`src/rtl/life_engine.sv`:
```
// Game of Life engine: double-buffered ROWSxCOLS grid, one cell of the next generation evaluated per clock.
// Latency: start sampled at edge 0 -> new generation visible after edge COLS*ROWS+1; rd_data is combinational.
// Backpressure: none; start and wr_en are ignored while busy (no queueing).
module life_engine #(
    parameter int         COLS         = 20,
    parameter int         ROWS         = 15,
    parameter logic [8:0] BIRTH_MASK   = 9'b000001000,
    parameter logic [8:0] SURVIVE_MASK = 9'b000001100,
    parameter bit         WRAP         = 1'b1
) (
    input  logic        clk,
    input  logic        clr,
    input  logic        start,
    input  logic        wr_en,
    input  logic [5:0]  wr_x,
    input  logic [5:0]  wr_y,
    input  logic        wr_data,
    input  logic [5:0]  rd_x,
    input  logic [5:0]  rd_y,
    output logic        rd_data,
    output logic        busy,
    output logic        done,
    output logic [15:0] gen_count
);
    localparam int         NCELL = COLS * ROWS;
    localparam int         IW    = $clog2(NCELL);
    localparam logic [5:0] XMAX  = 6'(COLS - 1);
    localparam logic [5:0] YMAX  = 6'(ROWS - 1);

    localparam logic [1:0] S_IDLE = 2'd0;
    localparam logic [1:0] S_RUN  = 2'd1;
    localparam logic [1:0] S_SWAP = 2'd2;

    logic [1:0]       state;
    logic             sel;
    logic [NCELL-1:0] buf_a;
    logic [NCELL-1:0] buf_b;
    logic [NCELL-1:0] cur;
    logic [5:0]       x;
    logic [5:0]       y;

    // Row-major flat index; only ever called with in-grid coordinates.
    function automatic logic [IW-1:0] idx(input logic [5:0] cx, input logic [5:0] cy);
        idx = IW'(cy) * IW'(COLS) + IW'(cx);
    endfunction

    assign cur = sel ? buf_b : buf_a;

    logic [5:0] xm, xp, ym, yp;
    logic       xm_ok, xp_ok, ym_ok, yp_ok;

    assign xm    = (x == 6'd0) ? XMAX : x - 6'd1;
    assign xp    = (x == XMAX) ? 6'd0 : x + 6'd1;
    assign ym    = (y == 6'd0) ? YMAX : y - 6'd1;
    assign yp    = (y == YMAX) ? 6'd0 : y + 6'd1;
    assign xm_ok = WRAP || (x != 6'd0);
    assign xp_ok = WRAP || (x != XMAX);
    assign ym_ok = WRAP || (y != 6'd0);
    assign yp_ok = WRAP || (y != YMAX);

    logic [3:0] ncount;
    logic       next_val;

    // Off-grid neighbours are masked rather than clamped, so WRAP=0 counts them as dead.
    always_comb begin
        ncount = 4'd0;
        ncount = ncount + {3'd0, xm_ok & ym_ok & cur[idx(xm, ym)]};
        ncount = ncount + {3'd0,         ym_ok & cur[idx(x,  ym)]};
        ncount = ncount + {3'd0, xp_ok & ym_ok & cur[idx(xp, ym)]};
        ncount = ncount + {3'd0, xm_ok         & cur[idx(xm, y )]};
        ncount = ncount + {3'd0, xp_ok         & cur[idx(xp, y )]};
        ncount = ncount + {3'd0, xm_ok & yp_ok & cur[idx(xm, yp)]};
        ncount = ncount + {3'd0,         yp_ok & cur[idx(x,  yp)]};
        ncount = ncount + {3'd0, xp_ok & yp_ok & cur[idx(xp, yp)]};
        next_val = cur[idx(x, y)] ? SURVIVE_MASK[ncount] : BIRTH_MASK[ncount];
    end

    logic wr_ok;
    assign wr_ok = wr_en && (state == S_IDLE) && (wr_x <= XMAX) && (wr_y <= YMAX);

    always_ff @(posedge clk or negedge clr) begin
        if (!clr) begin
            state     <= S_IDLE;
            sel       <= 1'b0;
            buf_a     <= '0;
            buf_b     <= '0;
            x         <= 6'd0;
            y         <= 6'd0;
            done      <= 1'b0;
            gen_count <= 16'd0;
        end else begin
            done <= 1'b0;
            case (state)
                S_IDLE: begin
                    if (wr_ok) begin
                        if (sel) buf_b[idx(wr_x, wr_y)] <= wr_data;
                        else     buf_a[idx(wr_x, wr_y)] <= wr_data;
                    end
                    if (start) begin
                        state <= S_RUN;
                        x     <= 6'd0;
                        y     <= 6'd0;
                    end
                end
                S_RUN: begin
                    if (sel) buf_a[idx(x, y)] <= next_val;
                    else     buf_b[idx(x, y)] <= next_val;
                    if (x == XMAX) begin
                        x <= 6'd0;
                        if (y == YMAX) begin
                            y     <= 6'd0;
                            state <= S_SWAP;
                        end else begin
                            y <= y + 6'd1;
                        end
                    end else begin
                        x <= x + 6'd1;
                    end
                end
                S_SWAP: begin
                    sel       <= ~sel;
                    gen_count <= gen_count + 16'd1;
                    done      <= 1'b1;
                    state     <= S_IDLE;
                end
                default: state <= S_IDLE;
            endcase
        end
    end

    assign busy    = (state == S_RUN) || (state == S_SWAP);
    assign rd_data = ((rd_x <= XMAX) && (rd_y <= YMAX)) ? cur[idx(rd_x, rd_y)] : 1'b0;

endmodule

```
`config.mk`:
```
export PLATFORM = sky130hd
export DESIGN_NAME = life_engine
export DESIGN_NICKNAME = d
export VERILOG_FILES = /design/src/rtl/life_engine.sv
export SDC_FILE = /design/constraint.sdc
export NUM_CORES = 2
export LEC_CHECK = 0
export BUFFER_PORTS_ARGS = -buffer_cell sky130_fd_sc_hd__buf_2
export CAP_MARGIN = 20
export CORE_ASPECT_RATIO = 0.8
export CORE_UTILIZATION = 37
export CTS_BUF_LIST = sky130_fd_sc_hd__clkbuf_16
export DETAILED_ROUTE_END_ITERATION = 10
export SLEW_MARGIN = 30
export SYNTH_ARGS = -nofsm -noshare
export SYNTH_HDL_FRONTEND = slang
export SYNTH_SLANG_ARGS = --single-unit
```
`constraint.sdc`:
```
create_clock -name clk -period 8.3 [get_ports clk]
set_input_delay 0.83 -clock clk [delete_from_list [all_inputs] [get_ports clk]]
set_output_delay 0.83 -clock clk [all_outputs]
set_load 0.02 [all_outputs]
```
==> results.ini <==
[run_status]
status = finished, violations left
violations = DRC

[layout]
area_growth_pct = 11.5
final_cells = 7887
drive_gt1_share_pct = 21.1
nFillCells = 14500
final_nets = 5965

[power]
power_density_mw_per_mm2 = 410
p_leak_nw = 22.5
max-vdd-ir-drop_mv = 0.697

[yosys]
ys_seq_elements = 632
synth_area_mm2 = 0.0557
syn_nets = 6049
async_reset_ff_share_pct = 100
synth-edff-count = 0
yosys_warnings = 0
yosysTopAreaCell = dfrtp_1
synth.area.top_cells = dfrtp_1, mux4_2, o21ai_0
syn-mean-instance-area_um2 = 9.43
synth_top_area_share_pct = 28.4
ys_types = 81
ys_seq_area_share_pct = 28.4
ys_dominant_reg_cell = dfrtp_1
synthCells = 5905

[detailed_routing]
viasPerCell = 7.60
dr.first_iter.drc_count = 11200
routed_wl_um = 327000
drc_errors = 1
first_pass_iters = 11
wire_per_inst_um = 41.5
ant_nets = 0
num_vias = 60000

[timing]
finalHoldViolations = 0
fin_skew_ps = 83.3
period_needed_ps = 8160
finalSetupViolCount = 0
finalMaxSlewViolations = 0
post-route-period-util_pct = 98.3
setup_ws_ps = 142
worst_pin_slew_ps = 1180
fmax_ghz = 0.123
slew_headroom_pct = 19.1

[global_routing]
grtUsageTotal_pct = 41.7
antenna_found_initial = 23
grt_pass1_wl_um = 448000
grt_max_degree = 172
grt_pass1_vias = 54900
grt_overflow = 0

[worst_setup_path]
required_ps = 8920
cpMostUsedCell = fa_1
cp-startpoint = sel$_DFFE_PN0P_
crit_arrival_ps = 8780
max_stage_delay_ps = 980
regToRegStartpoint = sel$_DFFE_PN0P_
path_cells = buf_12 > mux2i_1 > inv_1 > mux4_2 > nor2_1 > a211o_1 > a211oi_1 > o311ai_1 > and3_1 > fa_1 > fa_1 > fa_1 > inv_1 > ha_1 > fa_1 > o21ai_0 > nand2_1 > nor2_1 > buf_4 > buf_12 > nand2_1 > o221ai_1
cp_max_fo = 31
reg2regPathDepth = 22
worstSetupEndpointType = flop
worstSetupPathType = flop to flop
start_kind = flop
crit_slowest_cell = mux2i_1

[placed_design]
place_ws_ps = -9.67
gp_congestion = 1.15
dp_cells = 7725
dp_hpwl_um = 240000
port_buffers = 47

[clock_network]
htree_levels = 3
clockBufferDepth = 3
cts.clk_slew.worst_paths_ps = 60
clk_latency_ps = 760
numCtsBuffers = 75
clock-root-buffer = clkbuf_16
cts_setup_buffers = 0
cts_tree = done
clock_sinks = 632

[worst_hold_path]
hp-class = input pin to async pin

[flow_run]
cap_violations = 0

[floorplanning]
initial_core_util_pct = 37.5
io_pins = 48
die_h_um = 349
core-area_mm2 = 0.149
rows = 126
dieWidth_um = 436
dieArea_mm2 = 0.152

==> final cells by class <==
| class | instances | area [um^2] | share of cell area, % |
|---|---|---|---|
| sequential | 632 | 15800 | 25.5 |
| clock buffer | 75 | 1880 | 3.02 |
| timing repair buffer | 399 | 3410 | 5.49 |
| antenna | 25 | 62.6 | 0.101 |
| tap | 1984 | 2480 | 4.00 |
| inverter | 108 | 410 | 0.660 |
| clock inverter | 59 | 435 | 0.701 |
| multi-input combinational | 4605 | 37600 | 60.6 |
==> report_power, final <==
part           leakage [nW]  switching [mW]  internal [mW]
logic                  12.5            12.6           6.08
clock network          1.17            1.59           1.73
registers              8.81           0.187           3.28
==> critical path: cells and delay by family (launching register included) <==
kind	cells	cell delay [ps]
adder cells (fa/ha/maj)	5	2200
multiplexers	2	1630
AND/OR/NAND/NOR	5	1280
flip-flops	1	850
buffers and inverters	5	800
AO/OA/AOI/OAI	5	1230
==> cells in the mapped netlist (12+ instances only) <==
| cell type | instances |
|---|---|
| inv_1 | 103 |
| a22oi_1 | 311 |
| buf_1 | 33 |
| a32oi_1 | 16 |
| a21boi_0 | 47 |
| o22ai_1 | 90 |
| o21a_1 | 65 |
| a211oi_1 | 36 |
| o221ai_1 | 332 |
| nor3_1 | 72 |
| a21o_1 | 23 |
| fa_1 | 20 |
| nand4_1 | 13 |
| and2_1 | 18 |
| dfrtp_1 | 632 |
| clkbuf_1 | 393 |
| mux2i_1 | 293 |
| nor2_1 | 241 |
| ha_1 | 95 |
| nor2b_1 | 35 |
| o211ai_1 | 71 |
| o311ai_0 | 13 |
| and3_1 | 33 |
| nand3_1 | 93 |
| nand2b_1 | 29 |
| buf_4 | 29 |
| a21oi_1 | 137 |
| buf_2 | 84 |
| xnor2_1 | 75 |
| o21ai_0 | 756 |
| o2111ai_1 | 12 |
| buf_6 | 15 |
| a31oi_1 | 22 |
| or3_1 | 13 |
| o31a_1 | 20 |
| mux4_2 | 399 |
| nor4_1 | 18 |
| a2111oi_0 | 16 |
| nand2_1 | 754 |
| xor2_1 | 41 |
| mux2_2 | 217 |
| o32ai_1 | 47 |
==> per-layer routing <==
metal / global-route usage, % / part of all wire (%) / vias up
met2: 53.3 / 37 / 5714
met4: 20.5 / 6.3 / 32
met3: 27.6 / 20 / 1136
li1: - / - / 23000
met1: 52.3 / 37 / 30100
met5: 1.93 / 0.25 / -
==> timing repair <==
item / 4_1_cts / 5_1_grt
hold buffers: 0 / 0
endpoints found under the setup margin: 0 / 600
gates resized for setup: 0 / 17
==> registers in the layout, summed over array words and instances (netlist names) <==
| register | count |
|---|---|
| buf_a | 300 |
| x | 6 |
| state | 2 |
| done | 1 |
| sel | 1 |
| y | 6 |
| buf_b | 300 |
| gen_count | 16 |
==> layout by cell type (no fill, tap or decap), drive strengths merged, types with 22 or more instances in the layout <==
cell type  netlist  routed
a21o            23      23
clkbuf         393      75
a211oi          36      36
clkinv           5      36
mux2i          293     293
dfrtp          632     632
nor2           241     241
ha              95      95
a21oi          137     137
o32ai           47      47
nor3            72      72
o21ai          762     762
a21boi          47      47
nand2b          29      29
mux2           217     217
xnor2           75      75
xor2            41      41
buf            166     399
nor2b           35      35
o21a            65      65
nand2          756     756
inv            103     125
o22ai           90      90
o221ai         332     332
a31oi           22      22
o211ai          71      71
nand3           93      93
and2            23      23
mux4           399     399
diode            0      25
a22oi          311     311
and3            33      33
==> final timing paths <==
kind,end,slack (ps)
setup reg to reg,buf_b[210]$_DFFE_PN0P_,140
max in group asynchronous,buf_a[136]$_DFFE_PN0P_,5970
setup / recovery,buf_b[210]$_DFFE_PN0P_,140
min in group clk,gen_count[15]$_DFFE_PN0P_,470
hold reg to reg,gen_count[15]$_DFFE_PN0P_,470
hold / removal,buf_a[52]$_DFFE_PN0P_,2
==> kinds of logic after synthesis <==
| family | count (synthesis) | share of synthesized area (%) |
|---|---|---|
| muxes | 909 | 25.8 |
| buffers and inverters | 668 | 5.20 |
| xor gates and xnor gates | 117 | 1.86 |
| adders and majority gates | 115 | 2.85 |
| and+or+nand+nor | 1349 | 10.4 |
| AOI/OAI and AO/OA | 2115 | 25.5 |
| DFF | 632 | 28.4 |
==> metrics by stage <==
stage | TNS (ps) | hold slack, ps | cell area (um^2) | power, mW | util, %
2_1_floorplan | 0 | 455 | 55700 | 14.4 | -
3_3_place_gp | -48930 | 460 | 59400 | 22.0 | 40.0
3_5_place_dp | -9.67 | 466 | 59500 | 21.6 | 40.1
4_1_cts | 0 | 7.92 | 61800 | 24.9 | 41.6
5_1_grt | -9.66 | 30.3 | 62100 | 26.3 | 41.8
6_report | 0 | 2.30 | 62100 | 25.5 | 41.8
(Power assumes the default switching activity.)
